<file path="src/rtl/rv32_pkg.sv">
// Shared RV32 branch definitions: conditional-branch encoding and the
// 2-bit saturating counter states used by the branch history table.
package rv32_pkg;

  // Execute-stage branch_type encoding; BRES marks the reserved code 7.
  typedef enum logic [2:0] {
    NONE = 3'd0,
    BEQ  = 3'd1,
    BNE  = 3'd2,
    BLT  = 3'd3,
    BGE  = 3'd4,
    BLTU = 3'd5,
    BGEU = 3'd6,
    BRES = 3'd7
  } b_t;

  // Counter states: strongly/weakly not-taken, weakly/strongly taken.
  // Bit 1 of a counter is the taken prediction.
  localparam logic [1:0] SNT = 2'd0;
  localparam logic [1:0] WNT = 2'd1;
  localparam logic [1:0] WT  = 2'd2;
  localparam logic [1:0] ST  = 2'd3;

endpackage

</file>
<file path="src/rtl/branch_predict_unit_if.sv">
// Fetch/execute-side bundle of the branch predictor. The pipeline drives
// the master side; branch_predict_unit sits on the slave side.
interface branch_predict_unit_if #(
  parameter int XLEN = 32
);

  // Fetch-side query
  logic [XLEN-1:0] fetch_pc;
  logic            predict_taken;

  // Execute-side resolution
  logic            resolve_valid;
  logic [XLEN-1:0] resolve_pc;
  logic [2:0]      branch_type;
  logic [XLEN-1:0] rs1_data;
  logic [XLEN-1:0] rs2_data;
  logic            pred_taken_in;

  // Registered results toward the hazard unit
  logic            b_out;
  logic            mispredict;
  logic [31:0]     mispredict_count;

  modport master (
    output fetch_pc,
    output resolve_valid,
    output resolve_pc,
    output branch_type,
    output rs1_data,
    output rs2_data,
    output pred_taken_in,
    input  predict_taken,
    input  b_out,
    input  mispredict,
    input  mispredict_count
  );

  modport slave (
    input  fetch_pc,
    input  resolve_valid,
    input  resolve_pc,
    input  branch_type,
    input  rs1_data,
    input  rs2_data,
    input  pred_taken_in,
    output predict_taken,
    output b_out,
    output mispredict,
    output mispredict_count
  );

endinterface

</file>
<file path="src/rtl/branch_cmp.sv">
// Combinational RV32 conditional-branch resolver. Works directly on the
// raw operands: equality, signed and unsigned less-than are computed here,
// so no ALU flags are needed. Codes 0 and 7 are reported as non-branches.
module branch_cmp
  import rv32_pkg::*;
#(
  parameter int XLEN = 32
) (
  input  logic [2:0]      i_branch_type,
  input  logic [XLEN-1:0] i_rs1,
  input  logic [XLEN-1:0] i_rs2,
  output logic            o_taken,
  output logic            o_is_branch
);

  logic signed [XLEN-1:0] w_rs1_s;
  logic signed [XLEN-1:0] w_rs2_s;
  logic                   w_eq;
  logic                   w_lt_s;
  logic                   w_lt_u;

  // Both operands are viewed as two's complement for BLT/BGE only.
  assign w_rs1_s = i_rs1;
  assign w_rs2_s = i_rs2;

  assign w_eq   = (i_rs1 == i_rs2);
  assign w_lt_s = (w_rs1_s < w_rs2_s);
  assign w_lt_u = (i_rs1 < i_rs2);

  // Select the condition for the encoded branch; unknown codes never take.
  always_comb begin
    o_taken     = 1'b0;
    o_is_branch = 1'b1;
    case (b_t'(i_branch_type))
      BEQ:  o_taken = w_eq;
      BNE:  o_taken = ~w_eq;
      BLT:  o_taken = w_lt_s;
      BGE:  o_taken = ~w_lt_s;
      BLTU: o_taken = w_lt_u;
      BGEU: o_taken = ~w_lt_u;
      default: begin
        o_taken     = 1'b0;
        o_is_branch = 1'b0;
      end
    endcase
  end

endmodule

</file>
<file path="src/rtl/branch_predict_unit.sv">
// Branch predictor with execute-stage resolution.
// Fetch reads a direct-mapped table of 2-bit saturating counters indexed
// by the word address of the PC; execute resolves the branch through
// branch_cmp, trains the indexed counter and registers the taken flag, a
// one-cycle mispredict pulse and a saturating mispredict counter.
module branch_predict_unit
  import rv32_pkg::*;
#(
  parameter int         XLEN      = 32,
  parameter int         BHT_DEPTH = 64,
  parameter logic [1:0] CNT_INIT  = WNT
) (
  input  logic                   clk,
  input  logic                   rst,
  branch_predict_unit_if.slave   bus
);

  localparam int IDXW = $clog2(BHT_DEPTH);

  // Counter moves one step toward strongly taken, holding at ST.
  function automatic logic [1:0] sat_inc2(input logic [1:0] c);
    return (c == ST) ? ST : c + 2'd1;
  endfunction

  // Counter moves one step toward strongly not-taken, holding at SNT.
  function automatic logic [1:0] sat_dec2(input logic [1:0] c);
    return (c == SNT) ? SNT : c - 2'd1;
  endfunction

  // Performance counter increment that sticks at all-ones.
  function automatic logic [31:0] sat_inc32(input logic [31:0] c);
    return (c == 32'hFFFF_FFFF) ? c : c + 32'd1;
  endfunction

  logic [1:0]      r_bht [BHT_DEPTH];

  logic [IDXW-1:0] w_fetch_idx;
  logic [IDXW-1:0] w_res_idx;
  logic            w_taken;
  logic            w_is_branch;
  logic            w_branch;
  logic            w_mis;
  logic            w_unused_pc;

  logic            r_b_out_p1;
  logic            r_mispredict_p1;
  logic [31:0]     r_mispredict_count;

  // Instructions are word aligned, so the index starts at bit 2; upper PC
  // bits alias onto the same counter by design.
  assign w_fetch_idx = bus.fetch_pc[IDXW+1:2];
  assign w_res_idx   = bus.resolve_pc[IDXW+1:2];
  assign w_unused_pc = ^{bus.fetch_pc[XLEN-1:IDXW+2],   bus.fetch_pc[1:0],
                         bus.resolve_pc[XLEN-1:IDXW+2], bus.resolve_pc[1:0]};

  branch_cmp #(
    .XLEN (XLEN)
  ) u_cmp (
    .i_branch_type (bus.branch_type),
    .i_rs1         (bus.rs1_data),
    .i_rs2         (bus.rs2_data),
    .o_taken       (w_taken),
    .o_is_branch   (w_is_branch)
  );

  assign w_branch = bus.resolve_valid & w_is_branch;
  assign w_mis    = w_taken ^ bus.pred_taken_in;

  // Prediction reads the table flops directly, so a same-cycle update to
  // the same index is seen by fetch only from the next cycle on.
  assign bus.predict_taken = r_bht[w_fetch_idx][1];

  // Table training: one saturating step per resolved branch; reset wins
  // over a resolve in the same cycle.
  always_ff @(posedge clk) begin
    if (rst) begin
      for (int i = 0; i < BHT_DEPTH; i++) begin
        r_bht[i] <= CNT_INIT;
      end
    end else if (w_branch) begin
      r_bht[w_res_idx] <= w_taken ? sat_inc2(r_bht[w_res_idx])
                                  : sat_dec2(r_bht[w_res_idx]);
    end
  end

  // ---- resolve (p0) -> registered result (p1) ----
  // Result flags are rewritten every cycle so the mispredict pulse can
  // never stretch past one cycle.
  always_ff @(posedge clk) begin
    if (rst) begin
      r_b_out_p1      <= 1'b0;
      r_mispredict_p1 <= 1'b0;
    end else begin
      r_b_out_p1      <= w_branch & w_taken;
      r_mispredict_p1 <= w_branch & w_mis;
    end
  end

  // Mispredict performance counter, saturating rather than wrapping.
  always_ff @(posedge clk) begin
    if (rst) begin
      r_mispredict_count <= 32'd0;
    end else if (w_branch && w_mis) begin
      r_mispredict_count <= sat_inc32(r_mispredict_count);
    end
  end

  assign bus.b_out            = r_b_out_p1;
  assign bus.mispredict       = r_mispredict_p1;
  assign bus.mispredict_count = r_mispredict_count;

endmodule
</file>
<file path="src/flat_wrapper.sv">
// flat-port wrapper written by rule: the top's interface ports become plain ports
module branch_predict_unit_flat import rv32_pkg::*;
#(
  parameter int         XLEN      = 32,
  parameter int         BHT_DEPTH = 64,
  parameter logic [1:0] CNT_INIT  = WNT
)
  (clk, rst, bus_fetch_pc, bus_resolve_valid, bus_resolve_pc, bus_branch_type, bus_rs1_data, bus_rs2_data, bus_pred_taken_in, bus_predict_taken, bus_b_out, bus_mispredict, bus_mispredict_count);
  branch_predict_unit_if #(.XLEN(XLEN)) bus_i ();
  input  logic clk;
  input  logic rst;
  input wire logic [$bits(bus_i.fetch_pc)-1:0] bus_fetch_pc;
  input wire logic [$bits(bus_i.resolve_valid)-1:0] bus_resolve_valid;
  input wire logic [$bits(bus_i.resolve_pc)-1:0] bus_resolve_pc;
  input wire logic [$bits(bus_i.branch_type)-1:0] bus_branch_type;
  input wire logic [$bits(bus_i.rs1_data)-1:0] bus_rs1_data;
  input wire logic [$bits(bus_i.rs2_data)-1:0] bus_rs2_data;
  input wire logic [$bits(bus_i.pred_taken_in)-1:0] bus_pred_taken_in;
  output wire logic [$bits(bus_i.predict_taken)-1:0] bus_predict_taken;
  output wire logic [$bits(bus_i.b_out)-1:0] bus_b_out;
  output wire logic [$bits(bus_i.mispredict)-1:0] bus_mispredict;
  output wire logic [$bits(bus_i.mispredict_count)-1:0] bus_mispredict_count;
  assign bus_i.fetch_pc = bus_fetch_pc;
  assign bus_i.resolve_valid = bus_resolve_valid;
  assign bus_i.resolve_pc = bus_resolve_pc;
  assign bus_i.branch_type = bus_branch_type;
  assign bus_i.rs1_data = bus_rs1_data;
  assign bus_i.rs2_data = bus_rs2_data;
  assign bus_i.pred_taken_in = bus_pred_taken_in;
  assign bus_predict_taken = bus_i.predict_taken;
  assign bus_b_out = bus_i.b_out;
  assign bus_mispredict = bus_i.mispredict;
  assign bus_mispredict_count = bus_i.mispredict_count;
  branch_predict_unit #(.XLEN(XLEN), .BHT_DEPTH(BHT_DEPTH), .CNT_INIT(CNT_INIT)) u_core (.clk(clk), .rst(rst), .bus(bus_i));
endmodule
</file>
<file path="config.mk">
export PLATFORM = sky130hd
export DESIGN_NAME = branch_predict_unit_flat
export DESIGN_NICKNAME = d
export VERILOG_FILES = /design/src/rtl/rv32_pkg.sv /design/src/rtl/branch_predict_unit_if.sv /design/src/rtl/branch_cmp.sv /design/src/rtl/branch_predict_unit.sv /design/src/flat_wrapper.sv
export SDC_FILE = /design/constraint.sdc
export NUM_CORES = 1
export LEC_CHECK = 0
export CORE_ASPECT_RATIO = 1.25
export CORE_MARGIN = 2
export CORE_UTILIZATION = 45
export CTS_CLUSTER_SIZE = 12
export DETAILED_ROUTE_END_ITERATION = 16
export PLACE_DENSITY = 0.69
export SLEW_MARGIN = 30
export SYNTH_ARGS = -nofsm -noshare
export SYNTH_HDL_FRONTEND = slang
export SYNTH_SLANG_ARGS = --single-unit
</file>
<file path="constraint.sdc">
create_clock -name clk -period 5.2 [get_ports clk]
set_input_delay 1.04 -clock clk [delete_from_list [all_inputs] [get_ports clk]]
set_output_delay 1.04 -clock clk [all_outputs]
set_load 0.02 [all_outputs]
</file>
==> metrics.cfg <==
[grt]
first_global_vias=8551
use_met1_pct=29.5
antenna_found_initial=0
grt_pass1_wl_mm=46.4
grt_overflow_total=0
grt.met3_usage_pct=4.42
grt_max_degree=97
use_met2_pct=40.7
busiest_layer=met2
grt_usage_pct=23.9

[synthesis]
synth_edf_count=128
netlist_area_um2=10700
ys_seq_area_share_pct=42.3
async_flop_share_pct=0
synth_top_family_by_area=simple AND/OR/NAND/NOR gates
synth_warnings=0
synthAdderAreaFrac_pct=4.07
synthFlopType=edfxtp_1
ys_ff_latch=162
synth_compound_gate_area_share_pct=10.6
synth_area_per_cell_um2=10.4
synth_xor_area_share_pct=0
synth_fp_nets=1200
syn_inst=1032
ys_types=66
muxShareOfSynthArea_pct=13.2
yosys.area_share.simple_pct=23.9

[sta]
setup_tns_ns=0
worst_pin_slew_ns=0.946
period_needed_ns=4.88
hold_viol=0
relSlewSlack_pct=36.9
slew_viol_final=0
post-route-period-util_pct=93.9
worst_slack_ns=0.315
holdWs_ns=0.544
fmaxAchievable_mhz=205
fin_skew_ns=0.0125
setup_violations=0
rsz0062_at_grt=no

[die]
placementRows=63
core_um2=23600
start_util_pct=45.4
ios=170
die_w_um=142
die_h_um=176
die_area_um2=25000

[clocking]
postCtsHoldBufs=0
cts-root-buf=clkbuf_16
ctsResizeCount=0
cts_made_buffers=17
clock_path_buffers=2
cts_tree=yes
htreeDepth=4
clkTransAtPathRegs_ns=0.07
post_cts_buffers=0
clk_latency_ns=0.43
cts_sinks=162

[place]
portBuffers=117
dpl-instance-area_um2=12100
gp_congestion=0.906
pre_cts_slack_ns=0.315
hpwlAfterDp_mm=20.3

[setup_path]
worstSetupPathType=input pin to output port
path_max_fanout=16
end_kind=output port
crit_arrival_ns=3.84
cp-start-kind=input pin
cp.required_ns=4.16

[final_layout]
final_common_cell=edfxtp_1
final_nets=1280
postLayoutCellArea_um2=12700
layout-drive-gt1-share_pct=19.1
layout_common_cells=edfxtp_1, clkdlybuf4s50_1, nand3_1
synthToLayoutAreaGrowth_pct=18.5
antenna_cells=0
fill_cells=2033

[routing]
vias=8839
vias_per_cell=6.24
firstDrtPassIters=5
ant_nets=0
wl_per_cell_um=20.7
drcViolationCount=0
drtIter0Drc=756
wl_mm=29.3

[pwr]
power.leakage_nw=4.39
vdd_ir_drop_max_v=0.000215
p_per_area_nw_per_um2=259

[status]
status=finished, final reports clean

[job]
max-cap-violations=0

[min_path]
hold_path.class=register to register

[cells by family (layout without fill, tap and decap cells)]
kind of cell,after synthesis,count (layout)
AO/OA/AOI/OAI,157,157
adder cells (fa/ha/maj),35,35
buffers and inverters,133,225
flip-flops,162,162
multiplexers,101,101
AND/OR/NAND/NOR,444,444
[power breakdown]
group | switching, mW | internal [mW] | leakage (nW)
clock network | 0.535 | 0.758 | 0.281
registers | 0.0178 | 1.42 | 1.42
logic | 0.335 | 0.219 | 2.69
[worst max-delay path: stages]
cell and delay, ns:
clkdlybuf4s50_1 0.50, buf_12 0.19, mux4_2 0.55, mux4_2 0.52, mux4_2 0.48, clkdlybuf4s50_1 0.54
[synthesized netlist by cell type (3+ instances only)]
library cell  count  share of area, %
a221oi_1         10              0.82
buf_1             7              0.25
nand3_1          75               3.5
and3_1           12              0.70
mux2i_1          32               3.0
o21ai_0          11              0.51
nor3_1           21              0.98
a22oi_1          13              0.91
nand2b_1         10              0.58
o21bai_1         15               1.1
o211ai_1          4              0.28
ha_1             33               3.9
buf_6            13               1.4
edfxtp_1        128                36
or3_1             4              0.23
dfxtp_1          34               6.4
o22ai_1           3              0.18
nand2_1          68               2.4
inv_1            39               1.4
nor2_1           74               2.6
or2_2            11              0.64
buf_2            15              0.70
a311oi_1          3              0.25
and2_1            9              0.53
nor3_2           55               5.1
mux4_2           28               5.9
nand4_1          39               2.3
a221o_1           5              0.47
clkbuf_1         52               1.8
buf_4             5              0.35
mux2_2           39               4.1
nor2b_1          35               2.0
a21o_1           39               2.7
or4_1             7              0.49
a22o_1            5              0.41
nor4_1           13              0.76
a21oi_1          28               1.3
[final timing paths]
kind | cells after the start | to | start | slack, ns
worst max register to register | 8 | u_core.bus.mispredict_count[18] | u_core.bus.mispredict_count[9] | 2.10
worst min register to register | 2 | u_core.bus.mispredict_count[1] | u_core.bus.mispredict_count[1] | 0.54
worst min-delay path | 2 | u_core.bus.mispredict_count[1] | u_core.bus.mispredict_count[1] | 0.54
worst max-delay path | 6 | bus_predict_taken | bus_fetch_pc[2] | 0.32
[layout make-up]
cell class | instances | area (um^2) | area share [%]
multi-input combinational | 737 | 5560 | 43.9
sequential | 162 | 4520 | 35.7
timing repair buffer | 153 | 1470 | 11.6
clock buffer | 17 | 425 | 3.36
tap | 292 | 365 | 2.88
clock inverter | 14 | 174 | 1.37
inverter | 41 | 154 | 1.21
[per-stage QoR]
step	total power, mW	utilization, %	std cells
global route	3.40	53.8	1416
detailed placement	2.02	51.2	1385
global placement	2.01	51.2	1385
floorplan	1.84	-	1032
CTS	3.30	53.8	1416
finish	3.28	53.8	1416
[state kept, by name, indices dropped and copies added (netlist names)]
signal,cells
u_core.r_bht,128
u_core.bus.mispredict_count,32
u_core.bus.b_out,1
u_core.bus.mispredict,1
[layer usage]
| layer | vias up | wire (um) |
|---|---|---|
| li1 | 4051 | - |
| met1 | 4226 | 11000 |
| met2 | 468 | 14600 |
| met3 | 94 | 2480 |
| met4 | 0 | 1230 |
| met5 | - | 0 |
Power figures use the tool's default switching activity.
==> RTL edit (same flow settings) <==
`XLEN` is set to 32 in 4 places; all go to 64.
--- a/src/rtl/branch_predict_unit_if.sv
+++ b/src/rtl/branch_predict_unit_if.sv
@@ -1,7 +1,7 @@
 // Fetch/execute-side bundle of the branch predictor. The pipeline drives
 // the master side; branch_predict_unit sits on the slave side.
 interface branch_predict_unit_if #(
-  parameter int XLEN = 32
+  parameter int XLEN = 64
 );
 
   // Fetch-side query
--- a/src/rtl/branch_cmp.sv
+++ b/src/rtl/branch_cmp.sv
@@ -4,7 +4,7 @@
 module branch_cmp
   import rv32_pkg::*;
 #(
-  parameter int XLEN = 32
+  parameter int XLEN = 64
 ) (
   input  logic [2:0]      i_branch_type,
   input  logic [XLEN-1:0] i_rs1,
--- a/src/rtl/branch_predict_unit.sv
+++ b/src/rtl/branch_predict_unit.sv
@@ -6,7 +6,7 @@
 module branch_predict_unit
   import rv32_pkg::*;
 #(
-  parameter int         XLEN      = 32,
+  parameter int         XLEN      = 64,
   parameter int         BHT_DEPTH = 64,
   parameter logic [1:0] CNT_INIT  = WNT
 ) (
--- a/src/flat_wrapper.sv
+++ b/src/flat_wrapper.sv
@@ -1,7 +1,7 @@
 // flat-port wrapper written by rule: the top's interface ports become plain ports
 module branch_predict_unit_flat import rv32_pkg::*;
 #(
-  parameter int         XLEN      = 32,
+  parameter int         XLEN      = 64,
   parameter int         BHT_DEPTH = 64,
   parameter logic [1:0] CNT_INIT  = WNT
 )
Ports: changed (resized bus_fetch_pc, bus_resolve_pc, bus_rs1_data and bus_rs2_data); port bits go from 170 to 298. The function was not compared with the original's and may differ.
==> RTL edit against the original RTL <==
Power increased by 2.9%; non-clock buffer count rose by 75; routed wire length increased by 14%; sequential power hardly changed; sequential cell count unchanged; global-route usage increased by 4.1 points; final area is 3.9% higher; setup slack got worse by 0.063 ns; synthesized area shrank 4.0%; critical path type is now input pin to flip-flop; critical endpoint is now u_core.r_bht[56][1]; largest cell class unchanged.
==> RTL edit: results (changes against the original RTL) <==
WL final 33.3 mm (was 29.3 mm); Worst path max stage delay 0.62 ns (was 0.55 ns); syn_nets 1392 (was 1200); met3 usage 0.0651 (was 0.0442); DP HPWL 25.2 mm (was 20.3 mm); first-pass GRT wire length 51.9 mm (was 46.4 mm); setup slack after placement -0.131 ns (was 0.315 ns); slowest stage cell, crit path clkdlybuf4s50_1 (was mux4_2); Area contributors post-synth edfxtp_1 (37%), ha_1 (7.9%), dfxtp_1 (6.6%) (was edfxtp_1 (36%), dfxtp_1 (6.4%), mux4_2 (5.9%)); initial drt markers 809 (was 756); Clock Skew 0.0120 ns (was 0.0125 ns); met3 WL 2.79 mm (was 2.48 mm); outcome complete, no violations (unchanged); combinational power 0.000659 W (was 0.000553 W); Int Power 0.00246 W (was 0.00240 W); routed length on met2 17.2 mm (was 14.6 mm); Reg power frac 0.425 (was 0.438); Netlist cell types 68 (was 66); GP Congestion 0.899 (was 0.906); VDD IR max 0.232 mV (was 0.215 mV); layout net count 1559 (was 1280); vias in the first global route 9151 (was 8551); Clk pwr share 0.380 (was 0.394); fill cell count 1922 (was 2033); CP arrival 5.13 ns (was 3.84 ns); total track usage 0.279 (was 0.239); Critical Path Fanout Max 24 (was 16); Leak 4.74 nW (was 4.39 nW); placement-stage cell area 12600 sq um (was 12100 sq um); max layer used met5 (was met4)
==> RTL edit: cell types whose count changed in the layout (fill, tap and decap cells not counted), moves of 19 or more <==
cell	unedited run	this run
ha_1	33	65
inv_1	39	77
nor3_1	20	50
nand2_1	68	91
a21o_1	39	11
a22oi_1	13	37
mux2i_1	32	3
nor3_2	56	1
nor2b_1	35	13
nand3_1	75	56
clkdlybuf4s50_1	114	180
mux2_2	39	4
a21oi_1	28	52
==> RTL edit: area by class of cell <==
class	instances	area [sq um]	area share
Tap cell	283	354	0.0269
Timing Repair Buffer	228	2250	0.171
Multi-Input combinational cell	746	5150	0.391
Inverter	76	285	0.0217
Sequential cell	162	4520	0.344
Clock buffer	24	547	0.0415
Clock inverter	8	57.6	0.00437
==> RTL edit: kinds of logic (layout without fill, tap and decap cells) <==
| kind of cell | count (synthesis) | in the layout | synth area share |
|---|---|---|---|
| xor+xnor | 3 | 3 | 0.00256 |
| buf+inv | 156 | 336 | 0.0592 |
| mux | 31 | 31 | 0.0565 |
| simple gates | 443 | 443 | 0.223 |
| flops | 162 | 162 | 0.440 |
| compound gates | 202 | 202 | 0.137 |
| fa+ha+maj | 67 | 67 | 0.0811 |
==> RTL edit: final timing paths <==
check / endpoint / cells after the start / from / slack, ns
setup reg to reg: u_core.bus.mispredict_count[31] / 9 / u_core.bus.mispredict_count[0] / 2.03
hold / removal: u_core.bus.mispredict_count[8] / 2 / u_core.bus.mispredict_count[8] / 0.50
setup / recovery: u_core.r_bht[56][1] / 16 / bus_rs2_data[25] / 0.25
hold reg to reg: u_core.bus.mispredict_count[8] / 2 / u_core.bus.mispredict_count[8] / 0.50
==> RTL edit: stage by stage <==
step	TNS [ns]	std cells
floorplan	0	1064
global placement	0	1495
detailed placement	-0.321	1495
CTS	0	1527
global route	0	1527
finish	0	1527
